==> config.mk <==
export PLATFORM = sky130hd
export DESIGN_NAME = ins_feeder
export DESIGN_NICKNAME = d
export VERILOG_FILES = /design/src/rtl/csr_pkg.sv /design/src/rtl/expipe_pkg.sv /design/src/rtl/len5_pkg.sv /design/src/rtl/ins_feeder_buf.sv /design/src/rtl/ins_feeder.sv
export SDC_FILE = /design/constraint.sdc
export NUM_CORES = 1
export LEC_CHECK = 0
export BUFFER_PORTS_ARGS = -buffer_cell sky130_fd_sc_hd__buf_4
export CAP_MARGIN = 20
export CORE_MARGIN = 2
export CORE_UTILIZATION = 35
export CTS_BUF_LIST = sky130_fd_sc_hd__clkbuf_16
export DETAILED_ROUTE_END_ITERATION = 7
export HOLD_SLACK_MARGIN = 0.03
export SLEW_MARGIN = 20
export SYNTH_ARGS = -nofsm -noshare
export SYNTH_HDL_FRONTEND = slang
export SYNTH_SLANG_ARGS = --single-unit
==> constraint.sdc <==
create_clock -name clk_i -period 3 [get_ports clk_i]
set_input_delay 0.45 -clock clk_i [delete_from_list [all_inputs] [get_ports clk_i]]
set_output_delay 0.45 -clock clk_i [all_outputs]
set_load 0.05 [all_outputs]
==> src/rtl/csr_pkg.sv <==
// Exception cause encoding shared with the CSR unit.
package csr_pkg;
    typedef logic [3:0] except_code_t;
endpackage

==> src/rtl/expipe_pkg.sv <==
// Execution-pipe shared types: feeder FSM states and stall-combining modes.
package expipe_pkg;
    typedef enum logic [1:0] {
        ST_IDLE  = 2'd0,
        ST_RUN   = 2'd1,
        ST_FLUSH = 2'd2,
        ST_HALT  = 2'd3
    } feeder_state_e;

    localparam int STALL_ALL = 0;
    localparam int STALL_ANY = 1;
endpackage

==> src/rtl/len5_pkg.sv <==
// Core-wide instruction word geometry.
package len5_pkg;
    localparam int ILEN = 32;
endpackage

==> src/rtl/ins_feeder_buf.sv <==
// Program buffer: DEPTH x WIDTH register file, one write port, one async read port.
// Latency: write lands on the next rising edge; read is combinational.
// Backpressure: none here; the feeder only writes when it has room.
module ins_feeder_buf #(
    parameter int DEPTH = 16,
    parameter int WIDTH = 32
) (
    input  logic                     clk_i,
    input  logic                     we_i,
    input  logic [$clog2(DEPTH)-1:0] waddr_i,
    input  logic [WIDTH-1:0]         wdata_i,
    input  logic [$clog2(DEPTH)-1:0] raddr_i,
    output logic [WIDTH-1:0]         rdata_o
);

    // Contents deliberately survive reset; the owner tracks validity by count.
    logic [WIDTH-1:0] mem_q [DEPTH];

    always_ff @(posedge clk_i) begin
        if (we_i) begin
            mem_q[waddr_i] <= wdata_i;
        end
    end

    assign rdata_o = mem_q[raddr_i];

endmodule

==> src/rtl/ins_feeder.sv <==
// Instruction feeder: loads a program into a buffer, then replays it one word per cycle.
// Latency: ins_o is combinational from the buffer; one instruction issued per unstalled RUN cycle.
// Backpressure: loads gated by load_ready_o (IDLE and not full); issue held by the combined stall_i.
module ins_feeder
    import len5_pkg::*, csr_pkg::*, expipe_pkg::*;
#(
    parameter int DEPTH        = 16,
    parameter int NUM_STALL    = 2,
    parameter int STALL_MODE   = STALL_ALL,
    parameter int FLUSH_CYCLES = 2
) (
    input  logic                       clk_i,
    input  logic                       rst_n_i,
    input  logic                       load_valid_i,
    input  logic [ILEN-1:0]            load_ins_i,
    output logic                       load_ready_o,
    input  logic                       start_i,
    input  logic                       clr_i,
    input  logic [NUM_STALL-1:0]       stall_i,
    input  logic                       except_raised_i,
    input  except_code_t               except_code_i,
    output logic [ILEN-1:0]            ins_o,
    output logic                       ins_valid_o,
    output logic                       flush_o,
    output logic                       done_o,
    output except_code_t               except_code_o,
    output logic                       except_seen_o,
    output logic [$clog2(DEPTH+1)-1:0] issued_cnt_o
);

    localparam int PW = $clog2(DEPTH);
    localparam int CW = $clog2(DEPTH + 1);
    localparam int FW = (FLUSH_CYCLES > 1) ? $clog2(FLUSH_CYCLES) : 1;

    feeder_state_e state_q, state_d;
    logic [PW-1:0] rd_ptr_q, rd_ptr_d;
    logic [PW-1:0] wr_ptr_q, wr_ptr_d;
    logic [CW-1:0] count_q, count_d;
    logic [CW-1:0] issued_q, issued_d;
    logic [FW-1:0] flush_cnt_q, flush_cnt_d;
    except_code_t  except_code_q, except_code_d;
    logic          except_seen_q, except_seen_d;

    logic hold;
    logic last_entry;
    logic load_fire;

    assign hold       = (STALL_MODE == STALL_ANY) ? (|stall_i) : (&stall_i);
    assign last_entry = (CW'(rd_ptr_q) == (count_q - CW'(1)));
    assign load_fire  = load_valid_i && load_ready_o;

    ins_feeder_buf #(
        .DEPTH (DEPTH),
        .WIDTH (ILEN)
    ) u_buf (
        .clk_i   (clk_i),
        .we_i    (load_fire),
        .waddr_i (wr_ptr_q),
        .wdata_i (load_ins_i),
        .raddr_i (rd_ptr_q),
        .rdata_o (ins_o)
    );

    always_ff @(posedge clk_i or negedge rst_n_i) begin
        if (!rst_n_i) begin
            state_q       <= ST_IDLE;
            rd_ptr_q      <= '0;
            wr_ptr_q      <= '0;
            count_q       <= '0;
            issued_q      <= '0;
            flush_cnt_q   <= '0;
            except_code_q <= '0;
            except_seen_q <= 1'b0;
        end else begin
            state_q       <= state_d;
            rd_ptr_q      <= rd_ptr_d;
            wr_ptr_q      <= wr_ptr_d;
            count_q       <= count_d;
            issued_q      <= issued_d;
            flush_cnt_q   <= flush_cnt_d;
            except_code_q <= except_code_d;
            except_seen_q <= except_seen_d;
        end
    end

    always_comb begin
        state_d       = state_q;
        rd_ptr_d      = rd_ptr_q;
        wr_ptr_d      = wr_ptr_q;
        count_d       = count_q;
        issued_d      = issued_q;
        flush_cnt_d   = flush_cnt_q;
        except_code_d = except_code_q;
        except_seen_d = except_seen_q;
        case (state_q)
            ST_IDLE: begin
                if (load_fire) begin
                    wr_ptr_d = wr_ptr_q + PW'(1);
                    count_d  = count_q + CW'(1);
                end
                if (start_i && (count_q != '0)) begin
                    state_d       = ST_RUN;
                    rd_ptr_d      = '0;
                    issued_d      = '0;
                    except_seen_d = 1'b0;
                end
            end
            ST_RUN: begin
                // An exception freezes rd_ptr so the faulting entry stays identifiable.
                if (except_raised_i) begin
                    except_code_d = except_code_i;
                    except_seen_d = 1'b1;
                    flush_cnt_d   = '0;
                    state_d       = ST_FLUSH;
                end else if (!hold) begin
                    rd_ptr_d = rd_ptr_q + PW'(1);
                    issued_d = issued_q + CW'(1);
                    if (last_entry) begin
                        state_d = ST_HALT;
                    end
                end
            end
            ST_FLUSH: begin
                if (flush_cnt_q == FW'(FLUSH_CYCLES - 1)) begin
                    state_d = ST_HALT;
                end else begin
                    flush_cnt_d = flush_cnt_q + FW'(1);
                end
            end
            ST_HALT: begin
                if (clr_i) begin
                    state_d  = ST_IDLE;
                    count_d  = '0;
                    wr_ptr_d = '0;
                end else if (start_i) begin
                    state_d       = ST_RUN;
                    rd_ptr_d      = '0;
                    issued_d      = '0;
                    except_seen_d = 1'b0;
                end
            end
            default: state_d = ST_IDLE;
        endcase
    end

    // Status outputs decode straight from state so reset clears them without a clock.
    always_comb begin
        load_ready_o = 1'b0;
        ins_valid_o  = 1'b0;
        flush_o      = 1'b0;
        done_o       = 1'b0;
        case (state_q)
            ST_IDLE:  load_ready_o = (count_q < CW'(DEPTH));
            ST_RUN:   ins_valid_o  = 1'b1;
            ST_FLUSH: flush_o      = 1'b1;
            ST_HALT:  done_o       = 1'b1;
            default:  ;
        endcase
    end

    assign except_code_o = except_code_q;
    assign except_seen_o = except_seen_q;
    assign issued_cnt_o  = issued_q;

endmodule

==> flow_summary.ini <==
[power_and_ir_drop]
intPower_mw = 14.6
fin_total_pwr_mw = 20.8
power_density_nw_per_um2 = 814
p_leak_nw = 8.44
seqPwrFrac = 0.415
peakVddDrop_mv = 0.631
clockPowerShare = 0.309
p_sw_mw = 6.23
switching_share = 0.299
combPwrFrac = 0.276

[logic_synthesis]
synth_top_family_by_area = multiplexers
synthAdderAreaFrac = 0.00767
synth-seq-area-share = 0.755
muxShareOfSynthArea = 0.135
synth_top_area_cell = edfxtp_1
yosysWarnings = 0
yosysMostFrequentCell = edfxtp_1
synth_commonest_cells = edfxtp_1, mux2i_1, mux4_2, o21ai_0, nand2_1
synth.net_count = 1188
yosys.area_share.simple = 0.0258
avgSynthCellArea_um2 = 18.8
synth_edf_count = 512
synth_compound_area_frac = 0.0565
ys_ff_latch = 538
synth_cell_type_count = 45
synthesis.area_um2 = 21200
synth_top_area_frac = 0.725
synth-xor-area-share = 0.00454
synth_area_leaders = edfxtp_1, mux4_2, mux2i_1
syn_inst = 1131
async_flop_share = 0.0483
synth-main-ff-cell = edfxtp_1

[sta]
fin_crit_ns = 2.98
worst_slew_pin_slew_ns = 0.713
max_freq_mhz = 335
rsz0062_at_grt = true
maxSlewHeadroom = 0.524
clock_skew_ns = 0.0190
maxSlewViolCount = 0
layout_worst_path_cycle_share = 0.994
final-hold-violation-count = 0
setup_viol = 0

[finish]
layout-drive-gt1-share = 0.286
nets = 1332
multi_input_area_um2 = 5090
post-route-util = 0.426
regArea_um2 = 16000
syn_to_final_growth_pct = 20.6
antenna_cells = 0
fillers = 5269

[worst_hold_path]
hp-class = in2reg
hp-start = except_code_i[2]

[clocking]
cts_tree = done
htreeDepth = 2
cts.path.max_buffers = 3
clk_latency_ns = 0.60
cts-root-buf = clkbuf_16
clkTransAtPathRegs_ns = 0.06
cts.sinks = 538
cts_buffers = 54

[floorplanning]
fp.dieH_um = 250
dieArea_um2 = 62600
ios = 90
coreArea_um2 = 60100
start_util = 0.353
die_w_um = 250
placementRows = 90

[setup_path]
r2r_cells = 6
endpoint_kind = output pin
r2r-start = state_q[0]
critPathMaxFanout = 12
critical_path_class = reg2out
crit_arrival_ns = 2.53
rrSetupSlack_ns = 0.48
critPathLaunch = rd_ptr_q[0]
start_kind = flop
crit_required_ns = 2.55
cp-endpoint = ins_o[15]
r2r_end = u_buf.mem_q[7][25]

[detailed_routing]
routed_wl_mm = 49.9
wl_met2_mm = 25.6
drtAntennaViolNets = 0
drt-initial-drc-count = 877
vias = 11000
routed_via_density = 5.23
route.met3.wl_mm = 2.10
drc = 0
highest_layer = met5
first_pass_iters = 5
avgRoutedWirePerCell_um = 23.8
met1Wirelength_mm = 21.4

[job]
cap_violations = 0

[grt]
grt_max_degree = 43
grt_use_total = 0.159
grt_pass1_wl_mm = 73.7
grt_remaining_overflow = 0
antenna_found_initial = 1
grt_pass1_vias = 11100

[place]
place_congestion = 0.709
hpwlAfterDp_mm = 25.8
io_buffers = 89

[outcome]
outcome = finished, final reports clean
## cells in the final DEF, fill, tap and decap left out, types with 4 or more instances in the layout
master,count
xnor2_1,4
mux4_2,64
o21ai_0,30
buf_16,13
bufinv_16,5
a22oi_1,30
nand3_1,4
mux2_2,36
nor2b_1,5
a221oi_2,23
buf_4,83
a21oi_1,41
edfxtp_1,512
clkinv_2,5
inv_1,24
ha_1,13
mux2i_1,98
and2_2,16
clkbuf_16,55
o21ai_1,38
clkinv_1,14
nand2_2,4
xor2_1,7
nor2_1,10
dfrtp_1,22
and3_1,4
a221oi_1,10
nand2_1,42
buf_6,31
buf_12,18
## logic make-up (layout without fill, tap and decap cells)
kind of cell / Yosys count / after routing
muxes: 202 / 202
adders and majority gates: 13 / 13
AOI/OAI and AO/OA: 190 / 190
DFF: 538 / 538
buffers and inverters: 70 / 254
xor gates and xnor gates: 11 / 11
and+or+nand+nor: 107 / 107
## worst min path at each step
stage,cells past startpoint,endpoint,slack [ns]
2_1_floorplan,0,count_q[0],0.15
3_3_place_gp,1,count_q[4],0.40
3_5_place_dp,1,count_q[4],0.40
4_1_cts,2,except_code_o[2],0.06
5_1_grt,2,except_code_o[2],0.06
6_report,2,except_code_o[2],0.08
## power groups by stage
stage | registers, mW | logic, mW | clock network, mW
after floorplan | 8.90 | 3.43 | 0
after global placement | 8.81 | 4.98 | 0
after detailed placement | 8.82 | 5.00 | 0
after CTS | 8.65 | 5.64 | 6.58
after global routing | 8.67 | 6.12 | 6.88
final | 8.64 | 5.75 | 6.43
## cell type report
| cell class | count | area share |
|---|---|---|
| multi-input cells | 523 | 0.199 |
| inverters | 10 | 0.00147 |
| well taps | 782 | 0.0382 |
| clock inverters | 42 | 0.0130 |
| flip-flops and latches | 538 | 0.627 |
| repair buffers | 148 | 0.0687 |
| clock buffers | 54 | 0.0528 |
## worst max-delay path, stage by stage, from the launching register on
cell and delay, ns:
dfrtp_4 0.50, buf_12 0.17, buf_16 0.18, buf_4 0.15, mux2i_1 0.13, a221oi_2 0.34, o21ai_1 0.10, nand2_1 0.17
buf_6 0.18
## metal layers
metal / global-route usage / up-vias
li1: - / 4898
met5: 0 / -
met3: 0.0261 / 54
met2: 0.277 / 253
met4: 0.0375 / 2
met1: 0.208 / 5762
## what timing repair did
action / CTS / global route
endpoints found under the hold margin: 26 / 0
pin swaps: 8 / 18
buffers inserted: 3 / 7
resized for setup: 55 / 63
hold buffers: 1 / 0
endpoints found under the setup margin: 32 / 31
gates cloned: 9 / 1
## registers in the layout (all words and copies together) (netlist names)
name,count
u_buf.mem_q,512
count_q,5
issued_cnt_o,5
except_code_o,4
rd_ptr_q,4
wr_ptr_q,4
state_q,2
except_seen_o,1
flush_cnt_q,1
## stage by stage
step	TNS (ns)	hold slack (ns)	instance area, µm²	cells	setup slack [ns]
floorplan	0	0.154	21200	1131	0.497
global placement	0	0.404	23100	1980	0.378
detailed placement	0	0.401	23100	1980	0.371
CTS	-0.152	0.0572	25400	2089	-0.0469
global route	-1.34	0.0596	25600	2097	-0.105
finish	0	0.0846	25600	2097	0.0172
No activity file was read; power rests on OpenSTA's default activity.
